===== src/rtl/rca_seq_ctrl.sv =====
`default_nettype none
// ============================================================================
// Module      : rca_seq_ctrl
// Description : Sequential WIDTH-bit adder built around one 4-bit ripple-carry
//               slice, one nibble per clock, LSB first, with valid/ready
//               handshakes. Optional subtract mode under RCA_SEQ_SUB_EN.
// Revision    : 1.0 - initial release
// ============================================================================
module rca_seq_ctrl #(
    parameter int WIDTH = 16
) (
    input  logic             clk,
    input  logic             rst_n,
    input  logic             in_valid,
    output logic             in_ready,
    input  logic [WIDTH-1:0] a,
    input  logic [WIDTH-1:0] b,
    input  logic             cin,
`ifdef RCA_SEQ_SUB_EN
    input  logic             sub,
`endif
    output logic             out_valid,
    input  logic             out_ready,
    output logic [WIDTH-1:0] sum,
    output logic             cout,
    output logic             ovf
);

    localparam int c_NIB = WIDTH / 4;
    localparam int c_IW  = $clog2(c_NIB);
    localparam logic [c_IW-1:0] c_LAST = c_IW'(c_NIB - 1);

    typedef enum logic [1:0] {
        S_IDLE = 2'd0,
        S_RUN  = 2'd1,
        S_DONE = 2'd2
    } state_t;

    state_t           r_state;
    logic [WIDTH-1:0] r_a;
    logic [WIDTH-1:0] r_b;
    logic [WIDTH-1:0] r_sum;
    logic [c_IW-1:0]  r_idx;
    logic             r_carry;
    logic             r_in_ready;
    logic             r_out_valid;
    logic             r_cout;
    logic             r_ovf;

    logic [3:0]       w_nib;
    logic [4:0]       w_c;
    logic [WIDTH-1:0] w_b_load;
    logic             w_carry_load;

    // B is stored already inverted for subtract, so the slice only ever adds.
`ifdef RCA_SEQ_SUB_EN
    assign w_b_load     = sub ? ~b : b;
    assign w_carry_load = sub ? 1'b1 : cin;
`else
    assign w_b_load     = b;
    assign w_carry_load = cin;
`endif

    // Operands shift right each RUN cycle so the active nibble is always [3:0].
    assign w_c[0] = r_carry;
    generate
        for (genvar i = 0; i < 4; i++) begin : g_fa
            assign w_nib[i]  = r_a[i] ^ r_b[i] ^ w_c[i];
            assign w_c[i+1]  = (r_a[i] & r_b[i]) | (w_c[i] & (r_a[i] ^ r_b[i]));
        end
    endgenerate

    always_ff @(posedge clk) begin
        if (!rst_n) begin
            r_state     <= S_IDLE;
            r_a         <= '0;
            r_b         <= '0;
            r_sum       <= '0;
            r_idx       <= '0;
            r_carry     <= 1'b0;
            r_in_ready  <= 1'b1;
            r_out_valid <= 1'b0;
            r_cout      <= 1'b0;
            r_ovf       <= 1'b0;
        end else begin
            case (r_state)
                S_IDLE: begin
                    if (in_valid && r_in_ready) begin
                        r_a        <= a;
                        r_b        <= w_b_load;
                        r_carry    <= w_carry_load;
                        r_idx      <= '0;
                        r_in_ready <= 1'b0;
                        r_state    <= S_RUN;
                    end
                end
                S_RUN: begin
                    r_sum[{r_idx, 2'b00} +: 4] <= w_nib;
                    r_carry <= w_c[4];
                    r_a     <= r_a >> 4;
                    r_b     <= r_b >> 4;
                    r_idx   <= r_idx + 1'b1;
                    if (r_idx == c_LAST) begin
                        r_cout      <= w_c[4];
                        r_ovf       <= w_c[3] ^ w_c[4];
                        r_out_valid <= 1'b1;
                        r_idx       <= '0;
                        r_state     <= S_DONE;
                    end
                end
                S_DONE: begin
                    if (r_out_valid && out_ready) begin
                        r_out_valid <= 1'b0;
                        r_in_ready  <= 1'b1;
                        r_state     <= S_IDLE;
                    end
                end
                default: begin
                    r_state     <= S_IDLE;
                    r_in_ready  <= 1'b1;
                    r_out_valid <= 1'b0;
                end
            endcase
        end
    end

    assign in_ready  = r_in_ready;
    assign out_valid = r_out_valid;
    assign sum       = r_sum;
    assign cout      = r_cout;
    assign ovf       = r_ovf;

endmodule
`default_nettype wire


===== config.mk =====
export PLATFORM = sky130hd
export DESIGN_NAME = rca_seq_ctrl
export DESIGN_NICKNAME = d
export VERILOG_FILES = /design/src/rtl/rca_seq_ctrl.sv
export SDC_FILE = /design/constraint.sdc
export NUM_CORES = 1
export LEC_CHECK = 0
export BUFFER_PORTS_ARGS = -buffer_cell sky130_fd_sc_hd__buf_2
export CAP_MARGIN = 10
export CORE_MARGIN = 1.5
export CORE_UTILIZATION = 54
export DETAILED_ROUTE_END_ITERATION = 7
export GPL_TIMING_DRIVEN = 0
export HOLD_SLACK_MARGIN = 0.02
export PLACE_DENSITY = 0.79
export REMOVE_ABC_BUFFERS = 1
export SYNTH_ARGS = -nofsm -noshare
export SYNTH_HDL_FRONTEND = slang
export SYNTH_SLANG_ARGS = --single-unit

===== constraint.sdc =====
create_clock -name clk -period 3.1 [get_ports clk]
set_input_delay 0.155 -clock clk [delete_from_list [all_inputs] [get_ports clk]]
set_output_delay 0.155 -clock clk [all_outputs]
set_load 0.02 [all_outputs]

==> results.txt <==
The post-route fraction of the period consumed by the critical path was 75.1%; the final-layout fill cell count was 410. The critical path ends at sum[3]. The internal power of the cells totals 1.29 mW. The total overflow left after global routing is 0. Endpoint class of the critical path: a flop.

The tools report the wire length of the first global-routing pass as 9.05 mm. Area taken by multi-input logic gates: 0.00129 mm2. Across the run, the number of max-cap violations was 0. The final setup violation count was 0; the actual transition at the worst max-transition pin was 1.18 ns.

On the worst path, the slowest cell contributes a delay of 0.46 ns. For the placer congestion estimate, the log shows 0.839. The library cells used most frequently in the layout, excluding fill and tap cells, are 75 x sky130_fd_sc_hd__nand2_1, 57 x sky130_fd_sc_hd__dfxtp_1, 56 x sky130_fd_sc_hd__buf_2. In this run, synthesis inferred 0 flip-flops with an integrated enable. The worst-case setup slack after placement was 0.783 ns; the clock transition at the registers of the reported paths was 0.07 ns.

Setup repair after global routing left no endpoint under its margin. The number of setup buffers added after CTS is 0. The logs give 56.0% for the initial core utilization and 0.00529 mm2 for the full die area. TritonCTS created 9 clock buffers.

After layout, the minimum clock period comes to 2.33 ns. The worst hold-check slack was 0.0453 ns; the hold violation total from the final report was 0. The launching element of the worst setup path was r_a[0]. By area the synthesized netlist is led by sky130_fd_sc_hd__dfxtp_1 43%, sky130_fd_sc_hd__nand2_1 11%, sky130_fd_sc_hd__a311oi_1 7.0%. The H-tree was split into 3 levels. The static leakage was 1.29 nW.

The count of port buffers added during placement is 56. The run gives 3.30 ns as the data required time at the worst endpoint. The logs give 0 for the final-report max-slew violation count and 21.2% for the relative slew slack.

Between clock sinks in the finished design, the worst skew comes to 0.00927 ns. The clock network burns 36.2% of the power. For this run, the detailed router's first-pass iteration total came to 4.

The tools report the register-to-register path setup slack as 0.77 ns. The run finished with clean final reports. Hold repair after CTS inserted 0 buffers. The switching part of the total was 29.2%. Once routing completed, OpenROAD measured the worst setup slack at 0.773 ns. The top fanout value on the critical path is 2. Maximum achievable frequency: 430 MHz. In this run, synthesis produced a sequential element count of 57. The post-route netlist has 23.0% of its cells at a drive strength greater than 1. The area fraction of the dominant cell type after synthesis is 43.4%, and the net switching power figure is 530 uW.

For the gate count after technology mapping, the log shows 296. The overall die height was 72.8 um; the total negative slack was 0 ns. After the first detailed-routing iteration, the DRC count stood at 142. In the final routed layout, each cell accounts on average for 14.0 um.

The power density over cell area works out to 604 mW/mm2. After floorplanning, the core was divided into 25 placement rows. In the routed layout, each cell is associated on average with a via count of 5.73.

The endpoint identified for the worst register-to-register timing path is sum[3]. The kind of cell adding the most delay to the critical path is adder cells. The tools report the number of nets in the final layout as 386. Yosys mapped the design onto 35 distinct sky130hd cell types. The final route contains 2279 vias.

The area added between synthesis and finish works out to 14.5%. Sequential cells were found to cover 43.4% of the synthesized design area. The synthesis warning total was 0. The total inserted antenna cells was 0. Entering global routing, the biggest net connects 38 pins. Walking the worst path, the cells encountered are inv_1 -> fa_1 -> fa_1 -> inv_1 -> fa_1 -> fa_1 -> a32oi_1 -> nor2_1.

Die boundary width: 72.8 um. After synthesis the cells add up to 0.00263 mm2. Initial antenna violation count: 0. In this run, the combinational gates consume 17.7% of the power. The worst hold path class was in -> reg. The synthesized design spends more area on one cell type than any other, namely sky130_fd_sc_hd__dfxtp_1. The tools report the endpoint arrival time on the critical path as 2.53 ns.

The clock latency on the worst-skew pair came out at 0.34 ns. Counting stages on the worst path, the most repeated cell is sky130_fd_sc_hd__fa_1. The type of element launching the critical path is a flop.

The logs give 0.00469 mm2 for the core footprint and 0.00114 mm2 for the area of all sequential standard cells. The tools report the startpoint of the lowest-slack register-to-register path as r_a[0]. The number of buffers and inverters on the critical path is 2.

The logic depth of the worst path, buffers included was 8; the share of flip-flops with an asynchronous set or reset was 0%. The final layout contains routed wiring with a total length of 5.56 mm. The tools report the HPWL reported at the end of detailed placement as 3.57 mm. The tools report the number of global-route vias before repair as 2091. The share of total power dissipated in sequential elements is 46.1%. Averaged over all synthesized cells, the footprint is 8.88 um2. Among all stages on the critical path, the largest delay is contributed by sky130_fd_sc_hd__fa_1.

Leaving out fill and tap cells, the most frequent cell in the layout is sky130_fd_sc_hd__nand2_1. The run gives 0 as the post-route antenna net violation count. The critical path class was reg -> reg. TritonCTS built the clock tree.

The worst-case IR drop observed on VDD is 0.000317 V. The most used flip-flop cell after synthesis is sky130_fd_sc_hd__dfxtp_1. The run gives 0 as the count of instances resized after the clock tree is built. The number of cells on the worst reg-to-reg path is 8. 57 I/O pins were placed.

The clock drives 57 sinks. The post-detailed-route DRC marker count is 0. The root buffer cell is sky130_fd_sc_hd__clkbuf_8. The overall global routing resource usage was 22.1%; the maximum buffer depth of the clock tree was 2.
[kinds of logic (layout without fill, tap and decap cells)]
kind of cell               count (synthesis)  after routing  share of synthesized area [%]
DFF                                       57             57                           43.4
muxes                                      9              9                           3.43
xor gates and xnor gates                   1              1                          0.333
adders and majority gates                 10             10                           5.90
and+or+nand+nor                          105            105                           17.5
AOI/OAI and AO/OA                         78             78                           21.9
buffers and inverters                     36             84                           7.52
[metrics by stage]
stage	power, mW	utilization [%]	instances	area, um2
CTS	1.83	64.1	398	3010
detailed placement	1.17	60.2	382	2820
finish	1.82	64.1	398	3010
global placement	1.16	60.2	382	2820
global route	1.90	64.1	398	3010
floorplan	1.07	-	272	2470
[state kept, by name, indices dropped and copies added (netlist names)]
| name | cells |
|---|---|
| cout | 1 |
| in_ready | 1 |
| out_valid | 1 |
| ovf | 1 |
| r_a | 16 |
| r_b | 16 |
| r_carry | 1 |
| r_idx | 2 |
| r_state | 2 |
| sum | 16 |
[power by group through the flow]
| stage | Clock, mW | Combinational (mW) | Sequential, mW |
|---|---|---|---|
| detailed placement | 0 | 0.321 | 0.851 |
| global route | 0.697 | 0.360 | 0.843 |
| finish | 0.657 | 0.322 | 0.837 |
| global placement | 0 | 0.313 | 0.848 |
| CTS | 0.666 | 0.323 | 0.836 |
| floorplan | 0 | 0.222 | 0.850 |
[worst reg2reg max path, cell delays in order (launching register included)]
cell and delay, ns:
sky130_fd_sc_hd__dfxtp_1 0.33, sky130_fd_sc_hd__inv_1 0.06, sky130_fd_sc_hd__fa_1 0.43, sky130_fd_sc_hd__fa_1 0.37, sky130_fd_sc_hd__inv_1 0.08, sky130_fd_sc_hd__fa_1 0.22, sky130_fd_sc_hd__fa_1 0.46, sky130_fd_sc_hd__a32oi_1 0.19
sky130_fd_sc_hd__nor2_1 0.05
[routing by layer]
layer | routed length, um | global-route usage, % | vias up
met3 | 224 | 4.56 | 14
met2 | 2700 | 37.6 | 68
met1 | 2490 | 25.7 | 1062
met4 | 142 | 12.8 | 0
li1 | - | - | 1135
met5 | 0 | 0 | -
[area by class of cell]
type | count | area share [%]
repair buffers | 56 | 9.31
well taps | 54 | 2.25
clock buffers | 10 | 4.24
clock inverters | 6 | 1.95
flip-flops and latches | 57 | 37.9
inverters | 12 | 1.50
multi-input cells | 203 | 42.8
[worst min-delay path by stage]
| stage | from | endpoint | cells after the start |
|---|---|---|---|
| after floorplan | rst_n | r_idx[1] | 2 |
| after global placement | a[14] | r_a[14] | 3 |
| after detailed placement | b[14] | r_b[14] | 3 |
| after CTS | b[13] | r_b[13] | 3 |
| after global routing | b[12] | r_b[12] | 3 |
| final | b[13] | r_b[13] | 3 |
[Yosys cell counts (5+ instances only)]
cell type and count:
sky130_fd_sc_hd__o32ai_1 9, sky130_fd_sc_hd__a311oi_1 21, sky130_fd_sc_hd__a21oi_1 31, sky130_fd_sc_hd__ha_1 6, sky130_fd_sc_hd__nand2_1 75, sky130_fd_sc_hd__buf_2 5
sky130_fd_sc_hd__buf_6 7, sky130_fd_sc_hd__dfxtp_1 57, sky130_fd_sc_hd__inv_1 11, sky130_fd_sc_hd__nor2_1 12, sky130_fd_sc_hd__mux2i_1 9, sky130_fd_sc_hd__clkbuf_1 11
Power figures use the tool's default switching activity.
